## config.mk

```make
export PLATFORM = sky130hd
export DESIGN_NAME = iob_nco_mc
export DESIGN_NICKNAME = d
export VERILOG_FILES = /design/src/rtl/iob_nco_mc.sv
export SDC_FILE = /design/constraint.sdc
export NUM_CORES = 2
export LEC_CHECK = 0
export BUFFER_PORTS_ARGS = -buffer_cell sky130_fd_sc_hd__buf_2
export CAP_MARGIN = 30
export CORE_MARGIN = 5
export CORE_UTILIZATION = 65
export DETAILED_ROUTE_END_ITERATION = 10
export GPL_TIMING_DRIVEN = 0
export PLACE_DENSITY = 0.78
export SYNTH_ARGS = -nofsm -noshare
export SYNTH_HDL_FRONTEND = slang
export SYNTH_SLANG_ARGS = --single-unit
```

## constraint.sdc

```tcl
create_clock -name clk_i -period 14.05 [get_ports clk_i]
set_input_delay 4.215 -clock clk_i [delete_from_list [all_inputs] [get_ports clk_i]]
set_output_delay 4.215 -clock clk_i [all_outputs]
set_load 0.1 [all_outputs]
```

## src/rtl/iob_nco_mc.sv

```systemverilog
// Multi-channel fractional NCO: N_CH square-wave generators with INT_W.FRAC_W periods,
// programmable duty/phase, boundary-synchronous register updates and a common sync.

module iob_nco_mc_ch #(
  parameter int INT_W  = 16,
  parameter int FRAC_W = 16
) (
  input  logic              clk_i,
  input  logic              arst_n_i,
  input  logic              cke_i,
  input  logic              soft_reset_i,
  input  logic              i_en,
  input  logic              i_sync,
  input  logic [3:0]        i_wr,
  input  logic [INT_W-1:0]  i_wint,
  input  logic [FRAC_W-1:0] i_wfrac,
  output logic              o_clk,
  output logic              o_tick
);
  localparam int LW = INT_W + 1;

  logic [INT_W-1:0]  r_int_sh, r_duty_sh, r_ph_sh;
  logic [INT_W-1:0]  r_int_act, r_duty_act, r_ph_act;
  logic [FRAC_W-1:0] r_frac_sh, r_facc;
  logic [LW-1:0]     r_cnt, r_len;
  logic              r_run;

  logic [LW-1:0]     w_eff_act, w_eff_sh, w_cnt_n, w_len_n, w_duty_eff;
  logic [FRAC_W-1:0] w_facc_n, w_fsum;
  logic [INT_W-1:0]  w_duty_n;
  logic              w_carry, w_run_n, w_load, w_bnd;

  assign w_eff_act = (r_int_act < INT_W'(2)) ? LW'(2) : {1'b0, r_int_act};
  assign w_eff_sh  = (r_int_sh  < INT_W'(2)) ? LW'(2) : {1'b0, r_int_sh};
  assign w_bnd     = r_run && (r_cnt == r_len - LW'(1));
  assign {w_carry, w_fsum} = {1'b0, r_facc} + {1'b0, r_frac_sh};

  // Outputs are registered from the next-state count, so duty uses the next len/duty too.
  always_comb begin
    w_cnt_n  = r_cnt + LW'(1);
    w_facc_n = r_facc;
    w_len_n  = r_len;
    w_duty_n = r_duty_act;
    w_run_n  = r_run;
    w_load   = 1'b0;
    if (!i_en) begin
      w_cnt_n  = '0;
      w_facc_n = '0;
      w_run_n  = 1'b0;
      w_load   = 1'b1;
    end else if (!r_run || i_sync) begin
      w_cnt_n  = ({1'b0, r_ph_act} < w_eff_act) ? {1'b0, r_ph_act} : '0;
      w_facc_n = '0;
      w_len_n  = w_eff_act;
      w_run_n  = 1'b1;
    end else if (w_bnd) begin
      w_cnt_n  = '0;
      w_facc_n = w_fsum;
      w_len_n  = w_eff_sh + LW'(w_carry);
      w_duty_n = r_duty_sh;
      w_load   = 1'b1;
    end
    w_duty_eff = (w_duty_n == '0) ? (w_len_n >> 1) : {1'b0, w_duty_n};
  end

  // Shadow writes land even with cke_i low: an acknowledged write is never dropped.
  always_ff @(posedge clk_i or negedge arst_n_i) begin
    if (!arst_n_i) begin
      r_int_sh <= '0; r_frac_sh <= '0; r_duty_sh <= '0; r_ph_sh <= '0;
      r_int_act <= '0; r_duty_act <= '0; r_ph_act <= '0;
      r_cnt <= '0; r_len <= '0; r_facc <= '0; r_run <= 1'b0;
      o_clk <= 1'b0; o_tick <= 1'b0;
    end else if (soft_reset_i) begin
      r_int_sh <= '0; r_frac_sh <= '0; r_duty_sh <= '0; r_ph_sh <= '0;
      r_int_act <= '0; r_duty_act <= '0; r_ph_act <= '0;
      r_cnt <= '0; r_len <= '0; r_facc <= '0; r_run <= 1'b0;
      o_clk <= 1'b0; o_tick <= 1'b0;
    end else begin
      if (i_wr[0]) r_int_sh  <= i_wint;
      if (i_wr[1]) r_frac_sh <= i_wfrac;
      if (i_wr[2]) r_duty_sh <= i_wint;
      if (i_wr[3]) r_ph_sh   <= i_wint;
      if (cke_i) begin
        r_cnt  <= w_cnt_n;
        r_facc <= w_facc_n;
        r_len  <= w_len_n;
        r_run  <= w_run_n;
        if (w_load) begin
          r_int_act  <= r_int_sh;
          r_duty_act <= r_duty_sh;
          r_ph_act   <= r_ph_sh;
        end
        o_clk  <= i_en && (w_cnt_n < w_duty_eff);
        o_tick <= i_en && (w_cnt_n == '0);
      end
    end
  end
endmodule

module iob_nco_mc #(
  parameter int N_CH   = 4,
  parameter int INT_W  = 16,
  parameter int FRAC_W = 16,
  parameter int DATA_W = 32,
  localparam int CH_W  = $clog2(N_CH)
) (
  input  logic              clk_i,
  input  logic              cke_i,
  input  logic              arst_n_i,
  input  logic              soft_reset_i,
  input  logic [N_CH-1:0]   en_i,
  input  logic              sync_i,
  input  logic              cfg_valid_i,
  input  logic [CH_W+1:0]   cfg_addr_i,
  input  logic [DATA_W-1:0] cfg_wdata_i,
  output logic              cfg_ready_o,
  output logic [N_CH-1:0]   clk_out_o,
  output logic [N_CH-1:0]   tick_o
);
  logic [CH_W-1:0] w_ch;
  logic [1:0]      w_reg;
  logic            w_acc;
  logic            w_unused;

  assign cfg_ready_o = !soft_reset_i;
  assign w_acc       = cfg_valid_i && cfg_ready_o;
  assign w_ch        = cfg_addr_i[CH_W+1:2];
  assign w_reg       = cfg_addr_i[1:0];
  assign w_unused    = ^cfg_wdata_i;

  // Channel indices >= N_CH match no instance, so those writes are acked and dropped.
  for (genvar g = 0; g < N_CH; g++) begin : g_ch
    logic [3:0] w_wr;
    assign w_wr = (w_acc && (w_ch == CH_W'(g))) ? (4'b0001 << w_reg) : 4'b0000;
    iob_nco_mc_ch #(.INT_W(INT_W), .FRAC_W(FRAC_W)) u_ch (
      .clk_i        (clk_i),
      .arst_n_i     (arst_n_i),
      .cke_i        (cke_i),
      .soft_reset_i (soft_reset_i),
      .i_en         (en_i[g]),
      .i_sync       (sync_i),
      .i_wr         (w_wr),
      .i_wint       (cfg_wdata_i[INT_W-1:0]),
      .i_wfrac      (cfg_wdata_i[FRAC_W-1:0]),
      .o_clk        (clk_out_o[g]),
      .o_tick       (tick_o[g])
    );
  end
endmodule
```

## Word level (Yosys, flattened, before mapping)

Index checks and enable logic that the tools add are counted.

- Input bits: 46
- Logic and storage cells: 388
- Register bits: 660
- Output and inout port bits: 9

- Add/subtract/negate cells: 16
- Reduce and logical (&&, ||, !) cells: 80
- Eq/ne operators: 15
- Mux-type cells: 204
- Shift-type cells: 1
- $lt $le $gt $ge: 16

Operators by type and width:

| kind | count |
|---|---|
| $mux 16 | 116 |
| $mux 17 | 40 |
| $lt 16x2->1 const B | 8 |
| $add 16x16->17 | 4 |
| $add 17x1->17 | 4 |
| $add 17x1->17 const B | 4 |
| $eq 17x17->1 | 4 |
| $logic_not 17->1 | 4 |
| $lt 16x17->1 | 4 |
| $lt 17x17->1 | 4 |
| $sub 17x1->17 const B | 4 |
| $logic_not 16->1 | 4 |
| $reduce_bool 2->1 | 25 |
| $mux 1 | 44 |
| $reduce_and 2->1 | 12 |
| $logic_and 1x1->1 | 17 |
| $mux 4 | 4 |
| $ne 4x2->1 const B | 4 |
| $ne 3x2->1 const B | 4 |
| $reduce_and 3->1 | 4 |
| $reduce_bool 3->1 | 4 |
| $logic_not 1->1 | 5 |
| $eq 2x2->1 const B | 2 |
| $logic_or 1x1->1 | 4 |
| 3 further kinds | 3 |

## Logic depth before layout (Yosys ltp)

- Depth in word-level cells: 12
- Gate-level depth with buffers: 30
- Depth with buffers taken out: 30

## Modules after synthesis

Synthesis repeated with hierarchy kept, for this count alone.

- Cells, all modules: 4551
- Area total of the unflattened synthesis: 41472.3 um^2

Modules (own cells, without submodules):

| module | times used | cells an instance | sequential area each (um^2) | area each (um^2) |
|---|---|---|---|---|
| iob_nco_mc_ch (g_ch[1].u_ch ...) | 2 | 1119 | 4129.0 | 10253.6 |
| iob_nco_mc_ch (g_ch[3].u_ch) | 1 | 1130 | 4129.0 | 10433.8 |
| iob_nco_mc_ch (g_ch[0].u_ch) | 1 | 1159 | 4129.0 | 10396.2 |
| iob_nco_mc | 1 | 24 | 0.0 | 135.1 |

## Worst setup path after synthesis

OpenSTA, ideal clock, no wires.

- Path kind: in2out
- From: input port soft_reset_i
- To: output port cfg_ready_o
- Path slack: 4.330 ns
- Cell stages on the path: 3
- Arrival: 5.505 ns
- Cell sequence: inv_1 clkbuf_1 clkbuf_1

- Longest elaborated chain between the ends: 1

RTL lines:

| element | RTL line | RTL |
|---|---|---|
| start, declared | 110 | `input logic soft_reset_i,` |
| $logic_not 1->1 | 125 | `assign cfg_ready_o = !soft_reset_i;` |
| end, declared | 116 | `output logic cfg_ready_o,` |

Every way passes these cells.

## Worst setup path in the final report

Ends and elaborated chain as after synthesis.

==> flow_summary.toml <==
[run_status]
status = "finished, final reports clean"

[critical_path]
crit_fanout = 7
end_kind = "primary output"
arrival_ns = 6.04
critical_path_class = "input port to primary output"
required_ns = 9.84
startpoint_type = "input port"

[route]
via_count = 36900
viasPerCell = 6.77
wl_um = 137000
drt_iter0_markers = 4947
drt_first_pass_iters = 8
wl_per_cell_um = 25.2
ant_nets = 0
drc = 0

[yosys]
synth_fp_nets = 4727
avgSynthCellArea_um2 = 8.88
ys_ff_latch = 660
synth_edf_count = 0
ys_types = 95
syn_inst = 4477
ys_warn_count = 0
async_flop_share_pct = 100
synth_area_um2 = 39800
ys.flop_type = "dfrtp_1"
yosysSeqAreaShare_pct = 41.5

[placed_design]
detailed_place_hpwl_um = 103000
port_buffers = 22
place_congestion = 1.02

[layout]
n_fill_cell = 4635
seqCellArea_um2 = 16500
fin_util_pct = 73.0
layout_common_cells = "nand2_1 (831), dfrtp_1 (660), a21oi_1 (401), a22o_1 (257), clkbuf_1 (252)"
drive_gt1_share_pct = 6.30
final_nets = 4859
final_common_cell = "nand2_1"
areaGrowthSynthToFinish_pct = 11.0
multi_input_area_um2 = 21500

[clock_network]
cts_resized = 0
cts.sinks = 660
cts_tree = "done"
cts_root_buffer = "clkbuf_16"
clock_path_buffers = 3
insertion_delay_ns = 0.63
cts_buffers = 74
cts_htree_levels = 3
post_cts_buffers = 0
cts.hold.buffers_added = 0
cts.clk_slew.worst_paths_ns = 0.06

[pwr]
pwr-share-seq_pct = 43.0
switchingPower_mw = 1.16
p_leak_nw = 19.7
ir_worst_vdd_mv = 0.110
power_frac_clock_pct = 47.4
combPwrFrac_pct = 9.7
switching_share_pct = 25.6
internal_power_mw = 3.36
powerDensity_nw_per_um2 = 102

[sta]
timing.final.max_slew_violations = 0
final-setup-viol-count = 0
worstMarginPinSlew_ns = 1.26
finalSetupTns_ns = 0
maxSlewHeadroom_pct = 15.5
period_share_pct = 73.0
rsz0062_at_grt = "no"
fin_worst_skew_ns = 0.0346
fin_crit_ns = 10.25
hold_ws_ns = 0.483
max_freq_mhz = 97.6
hold_viol_final = 0

[floorplan]
die_x_um = 257
chipHeight_um = 257
fp.coreArea_um2 = 60500
initial_utilization_pct = 65.8
rows = 90
io_pins = 55
die_area_um2 = 66200

[worst_hold_path]
hp-class = "flip-flop to flip-flop"

[job]
maxCapViolCount = 0

[grt]
antenna_found_initial = 8
grt_pass1_vias = 34800
grt_max_degree = 120
grt_pass1_wl_um = 209000
grt.overflow.total = 0
track_usage_pct = 40.4
layer usage:
layer	up-vias	global-route usage, %	share of wire, %	wire length (um)
li1	16400	-	-	-
met1	17800	57.4	40	55400
met2	2239	58.8	42	58200
met3	456	10.9	12	16800
met4	12	16.9	4.9	6750
met5	-	0.585	0.090	123
registers in the layout, summed over array words and instances (netlist names), 64 cells and up:
signal / count
g_ch.u_ch.r_cnt: 68
g_ch.u_ch.r_duty_act: 64
g_ch.u_ch.r_duty_sh: 64
g_ch.u_ch.r_facc: 64
g_ch.u_ch.r_frac_sh: 64
g_ch.u_ch.r_int_act: 64
g_ch.u_ch.r_int_sh: 64
g_ch.u_ch.r_len: 68
g_ch.u_ch.r_ph_act: 64
g_ch.u_ch.r_ph_sh: 64
cell families (layout without fill, tap and decap cells):
logic type / count (synthesis) / in the layout / share of synthesized area (%)
multiplexers: 65 / 65 / 1.71
AND/OR/NAND/NOR: 1607 / 1607 / 18.8
XOR/XNOR: 245 / 245 / 5.40
AO/OA/AOI/OAI: 1262 / 1262 / 21.7
buffers and inverters: 434 / 624 / 4.42
adder cells (fa/ha/maj): 204 / 204 / 6.49
flip-flops: 660 / 660 / 41.5
other: 0 / 6 / 0
cell usage after synthesis (35+ instances only):
cell type / instances / share of area [%]
a21o_1: 59 / 1.1
a21oi_1: 401 / 5.0
a22o_1: 257 / 5.7
and3_1: 50 / 0.79
clkbuf_1: 241 / 2.3
dfrtp_1: 660 / 42
ha_1: 200 / 6.3
inv_1: 122 / 1.2
mux2i_1: 42 / 1.1
nand2_1: 831 / 7.8
nand2b_1: 35 / 0.55
nand3_1: 101 / 1.3
nand4_1: 51 / 0.80
nor2_1: 193 / 1.8
nor2b_1: 68 / 1.1
nor3_1: 66 / 0.83
nor4_1: 88 / 1.4
o21ai_0: 166 / 2.1
o22ai_1: 43 / 0.68
xnor2_1: 140 / 3.1
xor2_1: 105 / 2.3
through the flow:
stage,instance area (um^2),cells,total power [mW],setup WS [ns]
2_1_floorplan,39800,4477,2.21,4.33
3_3_place_gp,40900,5281,2.37,-4.99
3_5_place_dp,41400,5312,2.39,3.89
4_1_cts,44100,5446,4.50,3.88
5_1_grt,44100,5449,4.63,3.84
6_report,44100,5455,4.51,3.80
path summary, 6_finish.rpt:
check,start,endpoint,slack [ns],cells past startpoint
max reg2reg,g_ch[3].u_ch.r_facc[0],g_ch[3].u_ch.o_clk,7.56,29
min reg2reg,g_ch[0].u_ch.r_ph_sh[8],g_ch[0].u_ch.r_ph_act[8],0.48,1
max in group asynchronous,arst_n_i,g_ch[1].u_ch.r_len[11],9.09,3
min in group asynchronous,arst_n_i,g_ch[0].u_ch.r_facc[8],3.45,1
min,g_ch[0].u_ch.r_ph_sh[8],g_ch[0].u_ch.r_ph_act[8],0.48,1
max,soft_reset_i,cfg_ready_o,3.80,6
area by class of cell:
class	count	area share [%]
flip-flops and latches	660	37.4
inverters	123	1.05
repair buffers	56	1.51
multi-input cells	3383	48.7
clock inverters	31	1.21
diodes	6	0.0340
clock buffers	103	4.90
plain buffers	311	2.93
well taps	782	2.22
critical path: stages:
cell and delay [ns]:
buf_2 0.13, inv_1 0.08, clkbuf_1 0.49, clkbuf_1 0.44
buf_8 0.23, buf_2 0.44
power groups by stage:
stage	Sequential [mW]	Combinational [mW]	Clock, mW
4_1_cts	1.94	0.421	2.14
5_1_grt	1.94	0.463	2.23
3_5_place_dp	1.97	0.418	0
6_report	1.94	0.436	2.14
3_3_place_gp	1.97	0.399	0
2_1_floorplan	1.96	0.245	0
No activity file was read; power rests on OpenSTA's default activity.
